[src/rtl/emergency_stop_manager.sv]
// Multi-source emergency stop manager: per-source debounce, optional latching,
// stop/release FSM with hold-off, and trigger/event reporting.
module emergency_stop_manager #(
   parameter int unsigned       N_SRC      = 4,
   parameter int unsigned       DEB_CYC    = 3,
   parameter int unsigned       HOLD_CYC   = 8,
   parameter logic [N_SRC-1:0]  LATCH_MASK = N_SRC'(4'b0001),
   parameter int unsigned       CNT_W      = 8,
   localparam int unsigned      TRIG_W     = (N_SRC > 1) ? $clog2(N_SRC) : 1
) (
   input  logic              clk,
   input  logic              reset_n,
   input  logic [N_SRC-1:0]  emergency_in,
   input  logic              clear_req,
   output logic              emergency_stopped,
   output logic              releasing,
   output logic [N_SRC-1:0]  stop_cause,
   output logic [TRIG_W-1:0] trigger_src,
   output logic              trigger_valid,
   output logic [CNT_W-1:0]  event_count
);

   localparam int unsigned DEB_W     = (DEB_CYC > 1) ? $clog2(DEB_CYC + 1) : 1;
   localparam int unsigned HOLD_W    = (HOLD_CYC > 1) ? $clog2(HOLD_CYC) : 1;
   localparam int unsigned HOLD_LAST = (HOLD_CYC == 0) ? 0 : HOLD_CYC - 1;

   typedef enum logic [1:0] {
      S_IDLE,
      S_STOPPED,
      S_RELEASING
   } state_t;

   state_t              state, state_nxt;
   logic [N_SRC-1:0]    filt;
   logic [N_SRC-1:0]    latch;
   logic [N_SRC-1:0]    deb_fire;
   logic [N_SRC-1:0]    rise_now;
   logic [DEB_W-1:0]    deb_cnt [N_SRC];
   logic [HOLD_W-1:0]   hold_cnt;
   logic [TRIG_W-1:0]   first_src;
   logic                any_cause;
   logic                hold_done;
   logic                found;

   always_comb begin
      deb_fire = '0;
      for (int unsigned i = 0; i < N_SRC; i++) begin
         deb_fire[i] = (emergency_in[i] != filt[i]) && (deb_cnt[i] == DEB_W'(DEB_CYC - 1));
      end
      rise_now = deb_fire & emergency_in;
   end

   always_ff @(posedge clk or negedge reset_n) begin
      if (!reset_n) begin
         filt <= '0;
         for (int unsigned i = 0; i < N_SRC; i++) deb_cnt[i] <= '0;
      end else begin
         for (int unsigned i = 0; i < N_SRC; i++) begin
            if (deb_fire[i]) begin
               filt[i]    <= emergency_in[i];
               deb_cnt[i] <= '0;
            end else if (emergency_in[i] != filt[i]) begin
               deb_cnt[i] <= deb_cnt[i] + DEB_W'(1);
            end else begin
               deb_cnt[i] <= '0;
            end
         end
      end
   end

   // A filter rise on the same edge as clear_req keeps the latch set
   always_ff @(posedge clk or negedge reset_n) begin
      if (!reset_n) latch <= '0;
      else          latch <= LATCH_MASK & (filt | rise_now | (latch & ~{N_SRC{clear_req}}));
   end

   always_comb begin
      stop_cause = filt | latch;
      any_cause  = |stop_cause;
      hold_done  = (hold_cnt == HOLD_W'(HOLD_LAST));
      first_src  = '0;
      found      = 1'b0;
      for (int unsigned i = 0; i < N_SRC; i++) begin
         if (stop_cause[i] && !found) begin
            first_src = TRIG_W'(i);
            found     = 1'b1;
         end
      end
   end

   always_ff @(posedge clk or negedge reset_n) begin
      if (!reset_n) state <= S_IDLE;
      else          state <= state_nxt;
   end

   always_comb begin
      state_nxt = state;
      case (state)
         S_IDLE:      if (any_cause) state_nxt = S_STOPPED;
         S_STOPPED:   if (!any_cause) state_nxt = (HOLD_CYC == 0) ? S_IDLE : S_RELEASING;
         S_RELEASING: begin
            if (any_cause)      state_nxt = S_STOPPED;
            else if (hold_done) state_nxt = S_IDLE;
         end
         default:     state_nxt = S_IDLE;
      endcase
   end

   always_comb begin
      emergency_stopped = (state != S_IDLE);
      releasing         = (state == S_RELEASING);
   end

   always_ff @(posedge clk or negedge reset_n) begin
      if (!reset_n) begin
         hold_cnt      <= '0;
         trigger_src   <= '0;
         trigger_valid <= 1'b0;
         event_count   <= '0;
      end else begin
         if (state == S_STOPPED)
            hold_cnt <= '0;
         else if (state == S_RELEASING && !any_cause)
            hold_cnt <= hold_cnt + HOLD_W'(1);
         if (state == S_IDLE && any_cause) begin
            trigger_src   <= first_src;
            trigger_valid <= 1'b1;
            if (event_count != '1) event_count <= event_count + CNT_W'(1);
         end
      end
   end

endmodule

[config.mk]
export PLATFORM = sky130hd
export DESIGN_NAME = emergency_stop_manager
export DESIGN_NICKNAME = d
export VERILOG_FILES = /design/src/rtl/emergency_stop_manager.sv
export SDC_FILE = /design/constraint.sdc
export NUM_CORES = 1
export LEC_CHECK = 0
export ABC_AREA = 1
export CAP_MARGIN = 20
export CORE_MARGIN = 1
export CORE_UTILIZATION = 30
export CTS_CLUSTER_SIZE = 12
export DETAILED_ROUTE_END_ITERATION = 10
export SLEW_MARGIN = 20
export SYNTH_ARGS = -nofsm -noshare
export SYNTH_HDL_FRONTEND = slang
export SYNTH_SLANG_ARGS = --single-unit
[constraint.sdc]
create_clock -name clk -period 1.7 [get_ports clk]
set_input_delay 0.255 -clock clk [delete_from_list [all_inputs] [get_ports clk]]
set_output_delay 0.255 -clock clk [all_outputs]
set_load 0.05 [all_outputs]
==> impl_metrics.toml, run 1 <==
[status]
status = "finished clean"

[timing]
finalSetupViolCount = 0
slew_headroom_pct = 75.79
skew_ns = 0.002820
holdWs_ns = 0.3619
hold_viol_final = 0
finalCriticalPeriod_ns = 1.491
slew_violations = 0
setup-tns-final_ns = 0
rsz0062_at_grt = "false"
fmax_ghz = 0.6707
tightestPinTransition_ns = 0.3631
period_share_pct = 87.71

[cts]
post_cts_buffers = 0
ctsHoldBuffers = 0
cts_tree = "yes"
cts-buffers-inserted = 5
path_clk_slew_ns = 0.06
htreeDepth = 2
root_buffer = "clkbuf_8"
cts_buffer_depth = 2
cts_resized = 0
clk_latency_ns = 0.28
clock-sinks = 29

[die]
fp-row-count = 25
die_width_um = 72.45
die_y_um = 72.45
coreArea_mm2 = 0.004755
die-area_mm2 = 0.005249
pin_count = 24
start_util_pct = 31.32

[finish]
seqCellArea_um2 = 725.7
antenna_cells = 0
finalNetCount = 208
area_delta_synth_final_pct = 24.71
drive_gt1_share_pct = 22.68
most-common-layout-cells = "48 x nand2_1, 29 x dfrtp_1, 17 x inv_1"
fillers = 519
final_common_cell = "nand2_1"
multiInputGateArea_um2 = 654.4

[global_routing]
antenna_found_initial = 0
track_usage_pct = 11.71
grt_max_degree = 30
grt_pass1_vias = 1051
grt_pass1_wl_mm = 4.636
overflow = 0

[detailed_routing]
drtIter0Drc = 27
remaining_drc_errors = 0
drtPass1Iterations = 2
finalWirelength_mm = 2.541
dr_total_vias = 1137
ant_nets = 0
vias_per_cell = 4.356
detail_route.wl_per_cell_um = 9.736

[critical_path]
crit_chain = "nor2_4 > inv_2 > buf_4"
slowest_stage = "dfrtp_1"
cpPeakStageDelay_ns = 0.46
setup.worst_path.start_class = "register"
crit_path_max_fanout = 6
critical_path_class = "register to output pin"
critPathRequiredTime_ns = 1.44
end_kind = "output pin"
arrival_ns = 1.24

[logic_synthesis]
synth-edff-count = 0
yosys_warnings = 0
synth_area_mm2 = 0.001489
ys_ff_latch = 29
synth_adder_area_share_pct = 5.882
syn_avg_cell_area_um2 = 8.969
synth-seq-area-share_pct = 48.74
synth_compound_area_share_pct = 3.361
synthesis.nets = 180
synth_cell_type_count = 23
synth_top_family_by_area = "simple AND/OR/NAND/NOR gates"
synth_ff_type = "dfrtp_1"
async_flop_share_pct = 100.0
synth_simple_gate_area_share_pct = 29.08
synthMuxAreaShare_pct = 1.513
synthCells = 166
synth_xor_area_share_pct = 4.118

[run]
maxCapViolations = 0

[place]
portBuffers = 23
gpl.final_weighted_congestion = 0.7447
dpl.hpwl_mm = 1.895

[pwr]
peakVddDrop_mv = 0.7913
power_leakage_uw = 0.0009228
p_per_area_mw_per_mm2 = 1622

[min_path]
min_path_type = "input port to async pin"
==> worst max-delay path: cells and delay by family (launching register included) <==
kind                   cells  cell delay [ns]
DFF                        1             0.46
buffers and inverters      2             0.25
and+or+nand+nor            1             0.25
==> flip-flops by register name, summed over array words and instances (netlist names) <==
name           count
filt               4
event_count        8
deb_cnt            8
latch              1
trigger_src        2
hold_cnt           3
state              2
trigger_valid      1
==> cell families after synthesis <==
kind of cell,count (synthesis)
simple gates,85
compound gates,10
fa+ha+maj,7
xor+xnor,7
buf+inv,26
flops,29
mux,2
==> metal layers <==
| metal | part of all wire [%] | up-vias | wire, um | track usage, % |
|---|---|---|---|---|
| met5 | 0 | - | 0 | 0 |
| met4 | 2.4 | 0 | 62 | 7.190 |
| met1 | 48 | 529 | 1221 | 13.85 |
| met2 | 44 | 21 | 1113 | 18.17 |
| met3 | 5.6 | 8 | 142 | 4.167 |
| li1 | - | 579 | - | - |
==> cell usage after synthesis (2+ instances only) <==
cell	count	area [um^2]
nand2_1	48	180.2
dfrtp_1	29	725.7
inv_1	17	63.81
nand3_1	8	40.04
nor3_1	8	40.04
ha_1	7	87.58
inv_2	6	22.52
o21ai_0	6	30.03
xnor2_1	6	52.55
nor2_1	5	18.77
nor2_4	4	45.04
buf_4	3	22.52
o21ai_1	3	15.01
mux2_2	2	22.52
nand2_2	2	12.51
nand3_4	2	35.03
nand3b_1	2	15.01
nand4_1	2	12.51
nor2_2	2	12.51
==> path summary, 6_finish.rpt <==
| path | startpoint | cells after the start | slack, ns | endpoint |
|---|---|---|---|---|
| max | state[0] | 3 | 0.21 | emergency_stopped |
| min | reset_n | 2 | 0.36 | event_count[3] |
| max reg2reg | event_count[0] | 7 | 0.40 | event_count[4] |
| min reg2reg | deb_cnt[4] | 1 | 0.43 | deb_cnt[4] |
| max in group asynchronous | reset_n | 2 | 1.07 | hold_cnt[2] |
| min in group clk | deb_cnt[4] | 1 | 0.43 | deb_cnt[4] |
==> through the flow <==
stage          cells  util, %  total power, uW  setup WS, ns  cell area [um^2]
3_5_place_dp     254    37.24             2477        0.4012              1770
3_3_place_gp     254    37.24             2465        0.4354              1770
6_report         261    39.05             3012        0.2090              1857
4_1_cts          261    39.05             3058        0.1906              1857
2_1_floorplan    166        -             2129        0.1550              1489
5_1_grt          261    39.05             3245        0.1423              1857
==> area by class of cell <==
cell class                      instances  share of cell area, %
Tap cell                               67                  4.515
Sequential cell                        29                  39.08
Inverter                               23                  4.650
Timing Repair Buffer                   24                  11.86
Clock buffer                            7                  4.650
Multi-Input combinational cell        111                  35.24
==> report_power, final <==
part	switching [uW]	internal, uW
Clock	246	320
Combinational	860	476
Sequential	212	898
Total	1320	1690
Note: power is estimated with default switching activity, not from simulation.
==> run 2: changes to the inputs <==
- CORE_ASPECT_RATIO: default -> 1.1
==> impl_metrics.toml, run 2 (synthesis gave the netlist of run 1 again) <==
[status]
status = "finished clean"

[timing]
setup-tns-final_ns = 0
rsz0062_at_grt = "false"
tightestPinTransition_ns = 0.3603
slew_headroom_pct = 75.98
period_share_pct = 87.68
fmax_ghz = 0.6709
finalCriticalPeriod_ns = 1.490
slew_violations = 0
skew_ns = 0.003345
finalSetupViolCount = 0
hold_viol_final = 0

[critical_path]
crit_path_max_fanout = 6
critPathBufInv = 2
end_kind = "output pin"
crit_chain = "nor2_4 > inv_2 > buf_4"
critPathRequiredTime_ns = 1.44
critical_path_class = "register to output pin"
arrival_ns = 1.24
reg2regPathDepth = 7
cp.depth = 3
cpPeakStageDelay_ns = 0.45
setup.worst_path.start_class = "register"
slowest_stage = "dfrtp_1"
cp_top_family = "flip-flops"

[place]
placed_area_mm2 = 0.001757
dp.cells = 243
dpl.hpwl_mm = 1.901
portBuffers = 23
gpl.final_weighted_congestion = 0.7212

[cts]
cts_resized = 0
cts-buffers-inserted = 5
clock-sinks = 29
ctsHoldBuffers = 0
cts_buffer_depth = 2
clk_latency_ns = 0.28
cts_tree = "yes"
path_clk_slew_ns = 0.07
post_cts_buffers = 0
htreeDepth = 2
root_buffer = "clkbuf_8"

[pwr]
switchingPower_uw = 1342
peakVddDrop_mv = 0.6158
comb_power_share_pct = 42.0
power_leakage_uw = 0.0009359
finalPower_uw = 3192
p_sw_share_pct = 42.04
p_per_area_mw_per_mm2 = 1701
clock_power_share_pct = 23.4
seq_power_share_pct = 34.6
p_int_uw = 1850

[detailed_routing]
dr_total_vias = 1116
finalWirelength_mm = 2.516
detail_route.wl_per_cell_um = 10.02
drtPass1Iterations = 3
drtIter0Drc = 26
ant_nets = 0
remaining_drc_errors = 0
vias_per_cell = 4.446

[die]
start_util_pct = 31.56
die_width_um = 69.17
pin_count = 24
die-area_mm2 = 0.005249
die_y_um = 75.89
coreArea_mm2 = 0.004717
fp-row-count = 26

[global_routing]
overflow = 0
grt_max_degree = 30
antenna_found_initial = 0
track_usage_pct = 11.38
grt_pass1_vias = 1114
grt_pass1_wl_mm = 4.664

[finish]
final_common_cell = "nand2_1"
final_area_mm2 = 0.001877
finalNetCount = 208
fin_util_pct = 39.79
largestRegisters = "deb_cnt: 8 flops, event_count: 8 flops, filt: 4 flops"
antenna_cells = 0
final_cell_count_no_fill = 251
drive_gt1_share_pct = 23.59
area_delta_synth_final_pct = 26.05
most-common-layout-cells = "48 x nand2_1, 29 x dfrtp_1, 17 x inv_1"

[min_path]
min_path_type = "input port to async pin"

[run]
maxCapViolations = 0
[run 2: cell count changes in the layout (fill, tap and decap cells not counted)]
cell / previous run / this run
clkbuf_1: 1 / 0
bufinv_16: 0 / 1
clkinvlp_4: 0 / 1
[run 2: worst paths after layout]
check,startpoint,endpoint,slack [ns]
max in group asynchronous,reset_n,event_count[1],1.08
min in group clk,deb_cnt[0],deb_cnt[0],0.43
setup reg to reg,event_count[0],event_count[7],0.39
hold reg to reg,deb_cnt[0],deb_cnt[0],0.43
setup / recovery,state[0],emergency_stopped,0.21
hold / removal,reset_n,event_count[6],0.35
[run 2: area by class of cell]
| class | instances | area (um^2) |
|---|---|---|
| clock buffers | 6 | 82.58 |
| clock inverters | 2 | 37.54 |
| fillers | 465 | 2840 |
| inverters | 23 | 86.33 |
| multi-input cells | 111 | 654.4 |
| flip-flops and latches | 29 | 725.7 |
| well taps | 56 | 70.07 |
| repair buffers | 24 | 220.2 |
[run 2: layer usage]
| metal | routed length, um | share of wire [%] | track usage, % | up-vias |
|---|---|---|---|---|
| li1 | - | - | - | 578 |
| met1 | 1171 | 47 | 12.86 | 512 |
| met2 | 1177 | 47 | 19.42 | 19 |
| met3 | 113 | 4.5 | 3.836 | 7 |
| met4 | 53 | 2.1 | 6.122 | 0 |
| met5 | 0 | 0 | 0 | - |
[run 2: power by group through the flow]
stage          logic [uW]  clock network, uW  registers, uW
3_5_place_dp         1360                  0           1120
5_1_grt              1490                792           1140
4_1_cts              1370                768           1110
2_1_floorplan         843                  0           1290
6_report             1340                747           1100
3_3_place_gp         1350                  0           1110
[run 2: worst reg2reg max path, cell delays in order (launching register included)]
cell     delay, ns
dfrtp_1       0.42
ha_1          0.26
nand3_2       0.12
inv_2         0.04
nand2_2       0.09
nand3_4       0.13
nand2_1       0.09
nand2_1       0.05
[run 2: through the flow]
stage          hold WS [ns]  setup WS [ns]
6_report             0.3521         0.2095
5_1_grt              0.3982         0.1361
4_1_cts              0.3623         0.1889
3_5_place_dp         0.4217         0.4002
3_3_place_gp         0.4211         0.4278
2_1_floorplan      -0.04059         0.1550
==> run 3: changes to the inputs <==
- CTS_CLUSTER_SIZE: 12 -> 24
- GPL_ROUTABILITY_DRIVEN: default -> 0
- HOLD_SLACK_MARGIN: default -> 0.1
==> results of run 3 <==
Final layout, timing and power as in run 2 (identical DEF).
